**config.mk**
```make
export PLATFORM = sky130hd
export DESIGN_NAME = xunit_sha256_round
export DESIGN_NICKNAME = d
export VERILOG_FILES = /design/src/rtl/xunit_sha256_round.sv
export SDC_FILE = /design/constraint.sdc
export NUM_CORES = 2
export LEC_CHECK = 0
export CORE_MARGIN = 2
export CORE_UTILIZATION = 60
export DETAILED_ROUTE_END_ITERATION = 10
export PLACE_DENSITY = 0.81
export RECOVER_POWER = 100
export SYNTH_ARGS = -nofsm -noshare
export SYNTH_HDL_FRONTEND = slang
export SYNTH_SLANG_ARGS = --single-unit
```
**constraint.sdc**
```tcl
create_clock -name clk -period 10.6 [get_ports clk]
set_clock_uncertainty 0.15 [all_clocks]
set_input_delay 1.59 -clock clk [delete_from_list [all_inputs] [get_ports clk]]
set_output_delay 1.59 -clock clk [all_outputs]
set_load 0.03 [all_outputs]
```
**src/rtl/xunit_sha256_round.sv**
```systemverilog
// rtl/xunit_sha256_round.sv - SHA-256 compression rounds over a streamed message schedule with optional digest chaining
module xunit_sha256_round #(
    parameter int DELAY_W = 32,
    parameter int DATA_W  = 32
) (
    input  logic               clk,
    input  logic               rst,
    input  logic               run,
    output logic               done,
    input  logic [DATA_W-1:0]  in0,
    output logic [DATA_W-1:0]  out0,
    output logic [DATA_W-1:0]  out1,
    output logic [DATA_W-1:0]  out2,
    output logic [DATA_W-1:0]  out3,
    output logic [DATA_W-1:0]  out4,
    output logic [DATA_W-1:0]  out5,
    output logic [DATA_W-1:0]  out6,
    output logic [DATA_W-1:0]  out7,
    input  logic [DELAY_W-1:0] delay0,
    input  logic               init
);

    typedef enum logic [1:0] {
        S_IDLE  = 2'd0,
        S_WAIT  = 2'd1,
        S_ROUND = 2'd2,
        S_FINAL = 2'd3
    } state_t;

    state_t             r_state;
    logic [DELAY_W-1:0] r_delay;
    logic [5:0]         r_t;
    logic               r_done;
    logic [DATA_W-1:0]  r_hv [8];
    // Working variables a..h live in r_wv[0..7].
    logic [DATA_W-1:0]  r_wv [8];

    logic               w_round;
    logic [DATA_W-1:0]  w_k;
    logic [DATA_W-1:0]  w_sig0;
    logic [DATA_W-1:0]  w_sig1;
    logic [DATA_W-1:0]  w_ch;
    logic [DATA_W-1:0]  w_maj;
    logic [DATA_W-1:0]  w_t1;
    logic [DATA_W-1:0]  w_t2;

    function automatic logic [DATA_W-1:0] f_rotr(input logic [DATA_W-1:0] x, input int n);
        return (x >> n) | (x << (DATA_W - n));
    endfunction

    function automatic logic [DATA_W-1:0] f_iv(input logic [2:0] i);
        f_iv = '0;
        case (i)
            3'd0: f_iv = 32'h6a09e667;
            3'd1: f_iv = 32'hbb67ae85;
            3'd2: f_iv = 32'h3c6ef372;
            3'd3: f_iv = 32'ha54ff53a;
            3'd4: f_iv = 32'h510e527f;
            3'd5: f_iv = 32'h9b05688c;
            3'd6: f_iv = 32'h1f83d9ab;
            3'd7: f_iv = 32'h5be0cd19;
            default: f_iv = '0;
        endcase
    endfunction

    function automatic logic [DATA_W-1:0] f_k(input logic [5:0] t);
        f_k = '0;
        case (t)
            6'd0:  f_k = 32'h428a2f98;  6'd1:  f_k = 32'h71374491;  6'd2:  f_k = 32'hb5c0fbcf;  6'd3:  f_k = 32'he9b5dba5;
            6'd4:  f_k = 32'h3956c25b;  6'd5:  f_k = 32'h59f111f1;  6'd6:  f_k = 32'h923f82a4;  6'd7:  f_k = 32'hab1c5ed5;
            6'd8:  f_k = 32'hd807aa98;  6'd9:  f_k = 32'h12835b01;  6'd10: f_k = 32'h243185be;  6'd11: f_k = 32'h550c7dc3;
            6'd12: f_k = 32'h72be5d74;  6'd13: f_k = 32'h80deb1fe;  6'd14: f_k = 32'h9bdc06a7;  6'd15: f_k = 32'hc19bf174;
            6'd16: f_k = 32'he49b69c1;  6'd17: f_k = 32'hefbe4786;  6'd18: f_k = 32'h0fc19dc6;  6'd19: f_k = 32'h240ca1cc;
            6'd20: f_k = 32'h2de92c6f;  6'd21: f_k = 32'h4a7484aa;  6'd22: f_k = 32'h5cb0a9dc;  6'd23: f_k = 32'h76f988da;
            6'd24: f_k = 32'h983e5152;  6'd25: f_k = 32'ha831c66d;  6'd26: f_k = 32'hb00327c8;  6'd27: f_k = 32'hbf597fc7;
            6'd28: f_k = 32'hc6e00bf3;  6'd29: f_k = 32'hd5a79147;  6'd30: f_k = 32'h06ca6351;  6'd31: f_k = 32'h14292967;
            6'd32: f_k = 32'h27b70a85;  6'd33: f_k = 32'h2e1b2138;  6'd34: f_k = 32'h4d2c6dfc;  6'd35: f_k = 32'h53380d13;
            6'd36: f_k = 32'h650a7354;  6'd37: f_k = 32'h766a0abb;  6'd38: f_k = 32'h81c2c92e;  6'd39: f_k = 32'h92722c85;
            6'd40: f_k = 32'ha2bfe8a1;  6'd41: f_k = 32'ha81a664b;  6'd42: f_k = 32'hc24b8b70;  6'd43: f_k = 32'hc76c51a3;
            6'd44: f_k = 32'hd192e819;  6'd45: f_k = 32'hd6990624;  6'd46: f_k = 32'hf40e3585;  6'd47: f_k = 32'h106aa070;
            6'd48: f_k = 32'h19a4c116;  6'd49: f_k = 32'h1e376c08;  6'd50: f_k = 32'h2748774c;  6'd51: f_k = 32'h34b0bcb5;
            6'd52: f_k = 32'h391c0cb3;  6'd53: f_k = 32'h4ed8aa4a;  6'd54: f_k = 32'h5b9cca4f;  6'd55: f_k = 32'h682e6ff3;
            6'd56: f_k = 32'h748f82ee;  6'd57: f_k = 32'h78a5636f;  6'd58: f_k = 32'h84c87814;  6'd59: f_k = 32'h8cc70208;
            6'd60: f_k = 32'h90befffa;  6'd61: f_k = 32'ha4506ceb;  6'd62: f_k = 32'hbef9a3f7;  6'd63: f_k = 32'hc67178f2;
            default: f_k = '0;
        endcase
    endfunction

    // The last WAIT edge (delay exhausted) already consumes W[0].
    assign w_round = (r_state == S_ROUND) || ((r_state == S_WAIT) && (r_delay == '0));

    always_comb begin
        w_k    = f_k(r_t);
        w_sig0 = f_rotr(r_wv[0], 2) ^ f_rotr(r_wv[0], 13) ^ f_rotr(r_wv[0], 22);
        w_sig1 = f_rotr(r_wv[4], 6) ^ f_rotr(r_wv[4], 11) ^ f_rotr(r_wv[4], 25);
        w_ch   = (r_wv[4] & r_wv[5]) ^ (~r_wv[4] & r_wv[6]);
        w_maj  = (r_wv[0] & r_wv[1]) ^ (r_wv[0] & r_wv[2]) ^ (r_wv[1] & r_wv[2]);
        w_t1   = r_wv[7] + w_sig1 + w_ch + w_k + in0;
        w_t2   = w_sig0 + w_maj;
    end

    always_ff @(posedge clk) begin
        if (rst) begin
            r_state <= S_IDLE;
            r_done  <= 1'b1;
            r_t     <= '0;
            r_delay <= '0;
        end else if (run) begin
            r_state <= S_WAIT;
            r_done  <= 1'b0;
            r_t     <= '0;
            r_delay <= delay0;
        end else begin
            case (r_state)
                S_WAIT: begin
                    if (r_delay != '0) begin
                        r_delay <= r_delay - 1'b1;
                    end else begin
                        r_t     <= r_t + 6'd1;
                        r_state <= S_ROUND;
                    end
                end
                S_ROUND: begin
                    r_t <= r_t + 6'd1;
                    if (r_t == 6'd63) begin
                        r_state <= S_FINAL;
                    end
                end
                S_FINAL: begin
                    r_done  <= 1'b1;
                    r_state <= S_IDLE;
                end
                default: r_state <= S_IDLE;
            endcase
        end
    end

    // An aborting run without init leaves the chained digest untouched.
    always_ff @(posedge clk) begin
        if (rst) begin
            for (int i = 0; i < 8; i++) r_hv[i] <= f_iv(i[2:0]);
        end else if (run) begin
            if (init) begin
                for (int i = 0; i < 8; i++) r_hv[i] <= f_iv(i[2:0]);
            end
        end else if (r_state == S_FINAL) begin
            for (int i = 0; i < 8; i++) r_hv[i] <= r_hv[i] + r_wv[i];
        end
    end

    always_ff @(posedge clk) begin
        if (rst) begin
            for (int i = 0; i < 8; i++) r_wv[i] <= f_iv(i[2:0]);
        end else if (run) begin
            for (int i = 0; i < 8; i++) r_wv[i] <= init ? f_iv(i[2:0]) : r_hv[i];
        end else if (w_round) begin
            r_wv[0] <= w_t1 + w_t2;
            r_wv[1] <= r_wv[0];
            r_wv[2] <= r_wv[1];
            r_wv[3] <= r_wv[2];
            r_wv[4] <= r_wv[3] + w_t1;
            r_wv[5] <= r_wv[4];
            r_wv[6] <= r_wv[5];
            r_wv[7] <= r_wv[6];
        end
    end

    assign done = r_done;
    assign out0 = r_hv[0];
    assign out1 = r_hv[1];
    assign out2 = r_hv[2];
    assign out3 = r_hv[3];
    assign out4 = r_hv[4];
    assign out5 = r_hv[5];
    assign out6 = r_hv[6];
    assign out7 = r_hv[7];

endmodule
```
==> reports/results.ini <==
[clocking]
cts.path.max_buffers=3
h-tree-depth=3
post_cts_resized=0
clk_latency_ps=630
cts_num_sinks=585
clkSlewWorstSetupHoldPaths_ps=60
numCtsBuffers=68
cts_hold_buffers=0
postCtsSetupBuffers=0
root_buffer=clkbuf_16
cts_tree=built

[synthesis]
synth_edf_count=480
syn_nets=5383
synth_top_cell_area_share_pct=31.5
synth_mux_area_share_pct=0.918
synthTopCellsByArea=edfxtp_1, ha_1, fa_1
yosysWarnings=0
synthTopCellsByCount=edfxtp_1, nor2_1, a21oi_1
synth_top_family_by_area=compound AO/OA/AOI/OAI gates
synth_xor_area_share_pct=8.22
synthMostInstantiatedCell=edfxtp_1
synthFlopType=edfxtp_1
synth_compound_area_share_pct=21.5
yosys.area_share.simple_pct=12.2
ys_seq_area_share_pct=36.1
synth-adder-area-share_pct=16.2
yosys_register_bits=585
async_flop_share_pct=0
yosys.cell_types.count=94
netlist_area_um2=45800
syn_inst=4820
postSynthAreaPerCell_um2=9.50
synth_top_area_cell=edfxtp_1

[grt]
grt_pass1_vias=38200
grtUsageTotal_pct=40.1
overflow=0
grt_antenna_before_repair=6
grt_max_degree=141
grt_pass1_wl_um=238000

[routing]
drc=0
drtAntennaViolNets=0
vias_per_cell=6.66
vias=40400
drt-total-wl_um=161000
dr.pass1.iters=6
drtIter0Drc=5406
routedWlPerCell_um=26.5

[placed_design]
io_buffers=324
gp_congestion=1.02
detailed_place_hpwl_um=118000
dp_cells=5936

[critical_path]
path_cells=buf_2 > clkbuf_1 > nor2_1 > clkbuf_1 > and2_0 > mux2i_4 > clkbuf_1 > inv_1 > clkbuf_2 > nand2_1 > o22ai_1 > a221oi_1
critical_path.max_fanout=62
cp.arrival_ps=9860
crit_top_cell=clkbuf_1
critPathKind=in2reg
required_ps=10890
critPathLaunchType=primary input
end_kind=register
worst_path_max_delay_cell=clkbuf_1
slowest_delay_ps=1980

[sta]
max-slew-margin-rel_pct=-204
hold_viol_final=0
period_share_pct=90.3
period_needed_ps=9570
worst_slew_pin_slew_ps=4560
fin_setup_tns_ps=0
rsz0062_at_grt=no
timing.fmax_mhz=105
slew_violations=1059
setup_viol=0

[floorplan]
io_pins=325
rows=101
die_y_um=280
core-area_um2=75700
die_area_um2=78600
initial_utilization_pct=60.5
die_width_um=280

[outcome]
violations=max-capacitance violations, max-slew violations
status=finished with violations

[job]
max-cap-violations=20

[cells_and_area]
multi_input_area_um2=27100
syn_to_final_growth_pct=13.1
fill_cells=5954
seqCellArea_um2=16500
n_antenna_cell=0
drive_gt1_share_pct=4.05
final_nets=5591
finalNonFillerCells=6060

[worst_hold_path]
min_path_type=reg2reg

[worst max-delay path, delay by kind of cell]
| kind | cells | cell delay [ps] |
|---|---|---|
| buffers and inverters | 6 | 5560 |
| AND/OR/NAND/NOR | 3 | 1780 |
| multiplexers | 1 | 140 |
| AO/OA/AOI/OAI | 2 | 740 |
[cell type report]
cell class | count | share of cell area, %
clock buffer | 81 | 3.52
sequential | 585 | 31.9
clock inverter | 43 | 0.609
multi-input combinational | 3657 | 52.3
inverter | 342 | 2.48
timing repair buffer | 374 | 6.84
tap | 978 | 2.36
[metrics by stage]
stage	setup WS [ps]	hold WS (ps)	utilization [%]	area, µm²
finish	1030	311	68.4	51800
global route	755	321	68.4	51800
CTS	1700	311	68.6	51900
detailed placement	1100	293	65.8	49800
global placement	1280	282	65.8	49800
floorplan	854	314	-	45800
[logic make-up after synthesis]
group / Yosys count
AOI/OAI and AO/OA: 1470
muxes: 40
DFF: 585
and+or+nand+nor: 1200
buffers and inverters: 578
adders and majority gates: 517
xor gates and xnor gates: 430
[metal layers]
metal,GRT usage (%),vias up,share of wire [%]
met3,8.27,501,12
met2,62.8,2581,44
met1,53.6,19300,38
li1,-,18000,-
met4,18.3,6,5.7
met5,0,-,0.023
[flip-flops by register name, summed over array words and instances, names as in the netlist]
name	count
r_state	2
w_k	32
r_wv	256
r_delay	32
r_hv	256
r_t	6
done	1
[path summary, 6_finish.rpt]
| kind | depth (start not counted) | slack [ps] | startpoint | endpoint |
|---|---|---|---|---|
| setup / recovery | 12 | 1030 | run | w_k[10] |
| hold / removal | 1 | 310 | done | done |
| setup reg to reg | 31 | 1750 | r_wv[1][13] | r_wv[0][31] |
| hold reg to reg | 1 | 310 | done | done |
[layout by cell type (no fill, tap or decap), drive strengths merged, types with 17 or more instances in the layout]
master,count
edfxtp,480
nor2,402
a21oi,372
ha,362
nand2,346
inv,342
o21ai,284
dlygate4sd3,260
xnor2,252
xor2,178
a21o,158
fa,133
o22a,109
dfxtp,105
clkbuf,101
nor3,96
a22o,87
nand3,67
clkdlybuf4s50,62
nand2b,58
o21a,50
a31oi,50
a211oi,46
nor2b,42
o21bai,38
and3,36
clkinv,36
o211ai,35
buf,32
o22ai,28
or3,25
mux2i,24
maj3,22
nand4,22
o31ai,22
and2,20
nor4,18
or2,18
a211o,17
Power is left out: the tool's default activity adds up to more than one toggle a clock period on the data nets, which glitch-free logic cannot reach.
